**src/rtl/uart_pkg.sv**
```systemverilog
// -----------------------------------------------------------------------------
// uart_pkg
// Shared definitions for the parametrised UART transmit path.
//   PARITY_NONE/ODD/EVEN  parity selector values for the PARITY parameter
//   DEFAULT_CLKS_PER_BIT  115200 baud from a 100 MHz clock
//   tx_state_t            transmitter FSM state encoding
//   parity_calc()         parity bit for a (zero-extended) data word
// -----------------------------------------------------------------------------
package uart_pkg;

  localparam int PARITY_NONE = 0;
  localparam int PARITY_ODD  = 1;
  localparam int PARITY_EVEN = 2;

  localparam int DEFAULT_CLKS_PER_BIT = 868;

  typedef enum logic [2:0] {
    ST_IDLE,
    ST_LOAD,
    ST_START,
    ST_DATA,
    ST_PAR,
    ST_STOP
  } tx_state_t;

  // Zero padding above DATA_W does not disturb the XOR reduction, so a single
  // 9-bit argument serves every legal data width.
  function automatic logic parity_calc(input logic [8:0] data, input int mode);
    return (mode == PARITY_ODD) ? ~(^data) : (^data);
  endfunction

endpackage

```
**src/rtl/fifo_ram_sync.sv**
```systemverilog
// -----------------------------------------------------------------------------
// fifo_ram_sync
// DEPTH x DATA_W storage for the transmit FIFO: one write port and one read
// port whose output is registered (maps onto block RAM).
//   clk_100MHz  system clock
//   wr_en       write strobe, wr_data stored at wr_addr
//   rd_en       read strobe, mem[rd_addr] appears on rd_data after the edge
//   rd_data     registered read data
// -----------------------------------------------------------------------------
module fifo_ram_sync #(
  parameter int DEPTH  = 16,
  parameter int DATA_W = 8,
  localparam int AW    = $clog2(DEPTH)
) (
  input  logic              clk_100MHz,
  input  logic              wr_en,
  input  logic [AW-1:0]     wr_addr,
  input  logic [DATA_W-1:0] wr_data,
  input  logic              rd_en,
  input  logic [AW-1:0]     rd_addr,
  output logic [DATA_W-1:0] rd_data
);

  logic [DATA_W-1:0] mem [DEPTH];

  always_ff @(posedge clk_100MHz) begin
    if (wr_en) begin
      mem[wr_addr] <= wr_data;
    end
    if (rd_en) begin
      rd_data <= mem[rd_addr];
    end
  end

endmodule

```
**src/rtl/uart_tx_fifo_param.sv**
```systemverilog
// -----------------------------------------------------------------------------
// uart_tx_fifo_param
// UART transmitter fed by a synchronous FIFO. Frame: start bit, DATA_W data
// bits LSB first, optional parity bit, STOP_BITS stop bits. Line idles high.
//   clk_100MHz  system clock
//   reset       synchronous, active-high; aborts any frame, empties the FIFO
//   s_valid     write request; accepted on an edge where s_valid & s_ready
//   s_data      word to transmit
//   s_ready     FIFO not full
//   tx          serial output
//   tx_busy     transmitter not idle
//   fifo_empty  level == 0
//   fifo_afull  level >= AFULL_LVL
//   fifo_full   level == DEPTH
//   fifo_level  number of stored words
// -----------------------------------------------------------------------------
module uart_tx_fifo_param
  import uart_pkg::*;
#(
  parameter int CLKS_PER_BIT = DEFAULT_CLKS_PER_BIT,
  parameter int DATA_W       = 8,
  parameter int PARITY       = PARITY_NONE,
  parameter int STOP_BITS    = 1,
  parameter int DEPTH        = 16,
  parameter int AFULL_LVL    = 12
) (
  input  logic                   clk_100MHz,
  input  logic                   reset,
  input  logic                   s_valid,
  input  logic [DATA_W-1:0]      s_data,
  output logic                   s_ready,
  output logic                   tx,
  output logic                   tx_busy,
  output logic                   fifo_empty,
  output logic                   fifo_afull,
  output logic                   fifo_full,
  output logic [$clog2(DEPTH):0] fifo_level
);

  localparam int AW = $clog2(DEPTH);
  localparam int LW = AW + 1;
  localparam int CW = $clog2(CLKS_PER_BIT);

  localparam logic [CW-1:0] BAUD_RELOAD = CW'(CLKS_PER_BIT - 1);
  localparam logic [3:0]    LAST_DATA   = 4'(DATA_W - 1);
  localparam logic [3:0]    LAST_STOP   = 4'(STOP_BITS - 1);
  localparam logic [LW-1:0] FULL_LVL    = LW'(DEPTH);
  localparam logic [LW-1:0] AFULL_TH    = LW'(AFULL_LVL);

  if ((DEPTH < 2) || (DEPTH > 4096) || ((DEPTH & (DEPTH - 1)) != 0)) begin : g_bad_depth
    $error("DEPTH must be a power of 2 in 2..4096");
  end
  if ((AFULL_LVL < 0) || (AFULL_LVL > DEPTH)) begin : g_bad_afull
    $error("AFULL_LVL must not exceed DEPTH");
  end
  if ((STOP_BITS != 1) && (STOP_BITS != 2)) begin : g_bad_stop
    $error("STOP_BITS must be 1 or 2");
  end
  if ((DATA_W < 5) || (DATA_W > 9)) begin : g_bad_width
    $error("DATA_W must be in 5..9");
  end
  if ((CLKS_PER_BIT < 4) || (CLKS_PER_BIT > 4095)) begin : g_bad_baud
    $error("CLKS_PER_BIT must be in 4..4095");
  end
  if ((PARITY != PARITY_NONE) && (PARITY != PARITY_ODD) && (PARITY != PARITY_EVEN)) begin : g_bad_par
    $error("PARITY must be 0, 1 or 2");
  end

  // ---------------------------------------------------------------- FIFO ----
  tx_state_t         state_reg;
  logic [AW-1:0]     wr_ptr_reg;
  logic [AW-1:0]     rd_ptr_reg;
  logic [LW-1:0]     level_reg;
  logic [DATA_W-1:0] rd_data;
  logic              push;
  logic              pop;

  assign fifo_level = level_reg;
  assign fifo_empty = (level_reg == '0);
  assign fifo_full  = (level_reg == FULL_LVL);
  assign fifo_afull = (level_reg >= AFULL_TH);
  assign s_ready    = ~fifo_full;

  assign push = s_valid & ~fifo_full;
  // The FSM takes the head word only from IDLE; the RAM read issued with the
  // pop lands in rd_data while the FSM sits in LOAD.
  assign pop  = (state_reg == ST_IDLE) && !fifo_empty;

  always_ff @(posedge clk_100MHz) begin
    if (reset) begin
      wr_ptr_reg <= '0;
      rd_ptr_reg <= '0;
      level_reg  <= '0;
    end else begin
      if (push) begin
        wr_ptr_reg <= wr_ptr_reg + AW'(1);
      end
      if (pop) begin
        rd_ptr_reg <= rd_ptr_reg + AW'(1);
      end
      case ({push, pop})
        2'b10:   level_reg <= level_reg + LW'(1);
        2'b01:   level_reg <= level_reg - LW'(1);
        default: level_reg <= level_reg;
      endcase
    end
  end

  fifo_ram_sync #(
    .DEPTH  (DEPTH),
    .DATA_W (DATA_W)
  ) u_ram (
    .clk_100MHz (clk_100MHz),
    .wr_en      (push),
    .wr_addr    (wr_ptr_reg),
    .wr_data    (s_data),
    .rd_en      (pop),
    .rd_addr    (rd_ptr_reg),
    .rd_data    (rd_data)
  );

  // ----------------------------------------------------------- TX FSM ------
  logic [CW-1:0]     baud_reg;
  logic [3:0]        bit_cnt_reg;
  logic [DATA_W-1:0] shift_reg;
  logic              par_reg;

  // tx is driven from the state register update so the line never glitches;
  // baud_reg is reloaded at every bit boundary and only counts inside a frame.
  always_ff @(posedge clk_100MHz) begin
    if (reset) begin
      state_reg   <= ST_IDLE;
      tx          <= 1'b1;
      tx_busy     <= 1'b0;
      baud_reg    <= '0;
      bit_cnt_reg <= '0;
      shift_reg   <= '0;
      par_reg     <= 1'b0;
    end else begin
      case (state_reg)
        ST_IDLE: begin
          tx <= 1'b1;
          if (!fifo_empty) begin
            state_reg <= ST_LOAD;
            tx_busy   <= 1'b1;
          end
        end
        ST_LOAD: begin
          shift_reg <= rd_data;
          par_reg   <= parity_calc(9'(rd_data), PARITY);
          tx        <= 1'b0;
          baud_reg  <= BAUD_RELOAD;
          state_reg <= ST_START;
        end
        ST_START: begin
          if (baud_reg == '0) begin
            tx          <= shift_reg[0];
            shift_reg   <= shift_reg >> 1;
            bit_cnt_reg <= '0;
            baud_reg    <= BAUD_RELOAD;
            state_reg   <= ST_DATA;
          end else begin
            baud_reg <= baud_reg - CW'(1);
          end
        end
        ST_DATA: begin
          if (baud_reg == '0) begin
            baud_reg <= BAUD_RELOAD;
            if (bit_cnt_reg == LAST_DATA) begin
              if (PARITY != PARITY_NONE) begin
                tx        <= par_reg;
                state_reg <= ST_PAR;
              end else begin
                tx          <= 1'b1;
                bit_cnt_reg <= '0;
                state_reg   <= ST_STOP;
              end
            end else begin
              tx          <= shift_reg[0];
              shift_reg   <= shift_reg >> 1;
              bit_cnt_reg <= bit_cnt_reg + 4'd1;
            end
          end else begin
            baud_reg <= baud_reg - CW'(1);
          end
        end
        ST_PAR: begin
          if (baud_reg == '0) begin
            tx          <= 1'b1;
            bit_cnt_reg <= '0;
            baud_reg    <= BAUD_RELOAD;
            state_reg   <= ST_STOP;
          end else begin
            baud_reg <= baud_reg - CW'(1);
          end
        end
        ST_STOP: begin
          // bit_cnt_reg counts stop bits so two stop bits are two full periods.
          if (baud_reg == '0) begin
            if (bit_cnt_reg == LAST_STOP) begin
              tx_busy   <= 1'b0;
              state_reg <= ST_IDLE;
            end else begin
              bit_cnt_reg <= bit_cnt_reg + 4'd1;
              baud_reg    <= BAUD_RELOAD;
            end
          end else begin
            baud_reg <= baud_reg - CW'(1);
          end
        end
        default: begin
          tx        <= 1'b1;
          tx_busy   <= 1'b0;
          state_reg <= ST_IDLE;
        end
      endcase
    end
  end

endmodule

```
**config.mk**
```make
export PLATFORM = sky130hd
export DESIGN_NAME = uart_tx_fifo_param
export DESIGN_NICKNAME = d
export VERILOG_FILES = /design/src/rtl/uart_pkg.sv /design/src/rtl/fifo_ram_sync.sv /design/src/rtl/uart_tx_fifo_param.sv
export SDC_FILE = /design/constraint.sdc
export NUM_CORES = 1
export LEC_CHECK = 0
export BUFFER_PORTS_ARGS = -buffer_cell sky130_fd_sc_hd__buf_2
export CAP_MARGIN = 30
export CORE_MARGIN = 2
export CORE_UTILIZATION = 55
export DETAILED_ROUTE_END_ITERATION = 12
export GPL_ROUTABILITY_DRIVEN = 0
export HOLD_SLACK_MARGIN = 0.15
export PLACE_DENSITY_LB_ADDON = 0.25
export SLEW_MARGIN = 40
export SYNTH_ARGS = -nofsm -noshare
export SYNTH_HDL_FRONTEND = slang
export SYNTH_SLANG_ARGS = --single-unit
```
**constraint.sdc**
```tcl
create_clock -name clk_100MHz -period 3.85 [get_ports clk_100MHz]
set_input_delay 0.385 -clock clk_100MHz [delete_from_list [all_inputs] [get_ports clk_100MHz]]
set_output_delay 0.385 -clock clk_100MHz [all_outputs]
set_load 0.05 [all_outputs]
```
==> impl_metrics.csv <==
group,metric,value,unit
run_status,outcome,"finished, final reports clean",
setup_path,cp.arrival,3430,ps
power,power_density,706.5,nW/um^2
global_routing,overflow,0,
drt,drc,0,
min_path,hp-class,"in -> reg",
setup_path,critPathLaunchType,"register",
global_routing,track_usage,19.87,%
drt,dr_total_vias,4095,
sta,period_share,82.25,%
cells_and_area,area_growth,11.76,%
setup_path,end_kind,"register",
global_routing,grt_pass1_vias,4110,
sta,fmax,0.3158,GHz
sta,hold_viol,0,
flow_run,drv_cap,0,
logic_synthesis,synth_edf_count,136,
cells_and_area,largest_register_ff_count,128,
setup_path,ff2ff_setup_slack,680,ps
cells_and_area,design_area,8242,sq um
setup_path,crit_fanout,11,
drt,antenna_left,0,
drt,firstDrtPassIters,4,
cts,ctsResizeCount,0,
power,power.total,5.823,mW
setup_path,slowest_delay,520,ps
logic_synthesis,syn_inst,477,
die,initial_core_util,55.91,%
sta,fin_skew,7.505,ps
sta,fin_setup_tns,0,ps
logic_synthesis,synthArstFlopShare,0,%
logic_synthesis,syn-num-nets,502,
die,rows,42,
cells_and_area,final_common_cell,"edfxtp_1",
sta,setup_violations,0,
cts,post_cts_buffers,0,
die,die_y,119.8,microns
setup_path,critical_path.cell_chain,"nor4_1 > buf_4 > a21boi_1 > inv_1 > ha_1 > xor2_1 > ha_1 > a21oi_1 > o22ai_1 > a222oi_1 > or3_1 > a21oi_1",
global_routing,grt_pass1_wl,21400,microns
power,ir_drop,0.5727,mV
drt,drtIter0Drc,347,
sta,relSlewSlack,45.06,%
cells_and_area,antenna_cells,0,
logic_synthesis,ys_warn_count,0,
die,core,13190,sq um
global_routing,grt_start_max_net_pins,37,
sta,slew_violations,0,
logic_synthesis,synth_cell_types,54,
drt,wl_per_cell,19.27,microns
cells_and_area,multi_input_area,2344,sq um
die,pin_count,22,
cells_and_area,drive_gt1_share,22.75,%
cells_and_area,n_fill_cell,947,
sta,holdWs,345.5,ps
drt,wirelength,13220,microns
sta,worst_slew_pin_slew,821.0,ps
setup_path,slowest_stage,"a21boi_1",
logic_synthesis,ys_ff_latch,176,
cells_and_area,nNetsFinal,524,
cts,clock_latency,410,ps
cts,root_buffer,"clkbuf_16",
drt,vias_per_cell,5.969,
cts,clkSinkCount,176,
place,io_buffers,21,
logic_synthesis,synth.cell_area,7375,sq um
cts,path_clk_slew,70,ps
cts,clockBufferDepth,2,
logic_synthesis,synth_top_flop_cell,"edfxtp_1",
die,die_area,14350,sq um
sta,fin_crit,3167,ps
setup_path,worstSetupPathType,"reg -> reg",
cts,cts-buffers-inserted,17,
setup_path,worstPathRequired,4110,ps
cts,cts_tree,"yes",
power,leakagePower,2.732,nW
global_routing,antenna_found_initial,0,
cts,cts_hold_buf,0,
cts,htreeDepth,4,
place,place_area,7682,sq um
logic_synthesis,syn_avg_cell_area,15.46,sq um
logic_synthesis,ys_seq_area_share,66.24,%
cells_and_area,final_cell_mix,"edfxtp_1 (136), nor2_1 (44), mux4_2 (40)",
die,die_x,119.8,microns
place,dp.final_hpwl,8752,microns
cells_and_area,seq_area,4886,sq um
sta,rsz0062_at_grt,"false",
==> critical path: cells and delay by family (launching register included) <==
family          cells  cell delay (ps)
compound gates      5             1260
xor+xnor            1              170
fa+ha+maj           2              510
buf+inv             2              300
flops               1              510
simple gates        2              250
==> worst paths after layout <==
check | from | to | depth (start not counted)
worst min-delay path | s_data[0] | u_ram.mem[3][0]$_DFFE_PP_ | 1
worst min register to register | shift_reg[6]$_SDFFE_PP0P_ | shift_reg[6]$_SDFFE_PP0P_ | 1
worst max register to register | fifo_level[2]$_SDFFE_PP0P_ | fifo_level[4]$_SDFFE_PP0P_ | 12
worst max-delay path | fifo_level[2]$_SDFFE_PP0P_ | fifo_level[4]$_SDFFE_PP0P_ | 12
==> through the flow <==
step | utilization (%) | cells | setup WS (ps)
after floorplan | - | 477 | 305.2
after global placement | 58.24 | 656 | 869.8
after detailed placement | 58.24 | 656 | 711.5
after CTS | 62.43 | 686 | 693.7
after global routing | 62.48 | 686 | 361.1
final | 62.48 | 686 | 683.4
==> per-layer routing <==
metal / wire length [microns] / track usage, % / vias up
met5: 0 / 0 / -
met4: 127 / 5.147 / 0
met3: 501 / 4.990 / 8
met2: 7081 / 35.11 / 86
met1: 5509 / 24.56 / 2090
li1: - / - / 1911
==> logic make-up (layout without fill, tap and decap cells) <==
group / Yosys count / in the layout / synth area share [%]
compound gates: 81 / 81 / 7.992
xor+xnor: 12 / 12 / 1.425
fa+ha+maj: 14 / 14 / 2.375
buf+inv: 45 / 78 / 2.324
flops: 176 / 176 / 66.24
mux: 43 / 43 / 12.62
simple gates: 106 / 106 / 7.024
==> cell usage after synthesis (4+ instances only) <==
cell type  count  area [sq um]
o221a_2        7         78.83
xor2_1         7         61.31
edfxtp_1     136          4084
inv_1         18         67.56
clkbuf_1      20         75.07
xnor2_1        5         43.79
o22a_1        10         87.58
nand2_1       18         67.56
o21ai_0       10         50.05
ha_1          14         175.2
a21oi_1       20         100.1
dfxtp_1       40         800.8
or3_1          4         25.02
nor2_1        45         168.9
nand2b_1       5         31.28
buf_1          5         18.77
mux4_2        40         900.9
nor3_1        12         60.06
==> layout make-up <==
type | instances | share of cell area, %
clock buffers | 17 | 5.162
clock inverters | 13 | 1.533
inverters | 18 | 0.8198
multi-input cells | 256 | 28.43
flip-flops and latches | 176 | 59.28
well taps | 176 | 2.672
repair buffers | 30 | 2.095
==> where the power goes <==
group,internal [mW],leakage [nW],switching (mW)
Sequential,2.29,1.56,0.162
Clock,0.898,0.272,0.713
Combinational,0.749,0.899,1.01
Total,3.94,2.73,1.89
(Power assumes the default switching activity.)
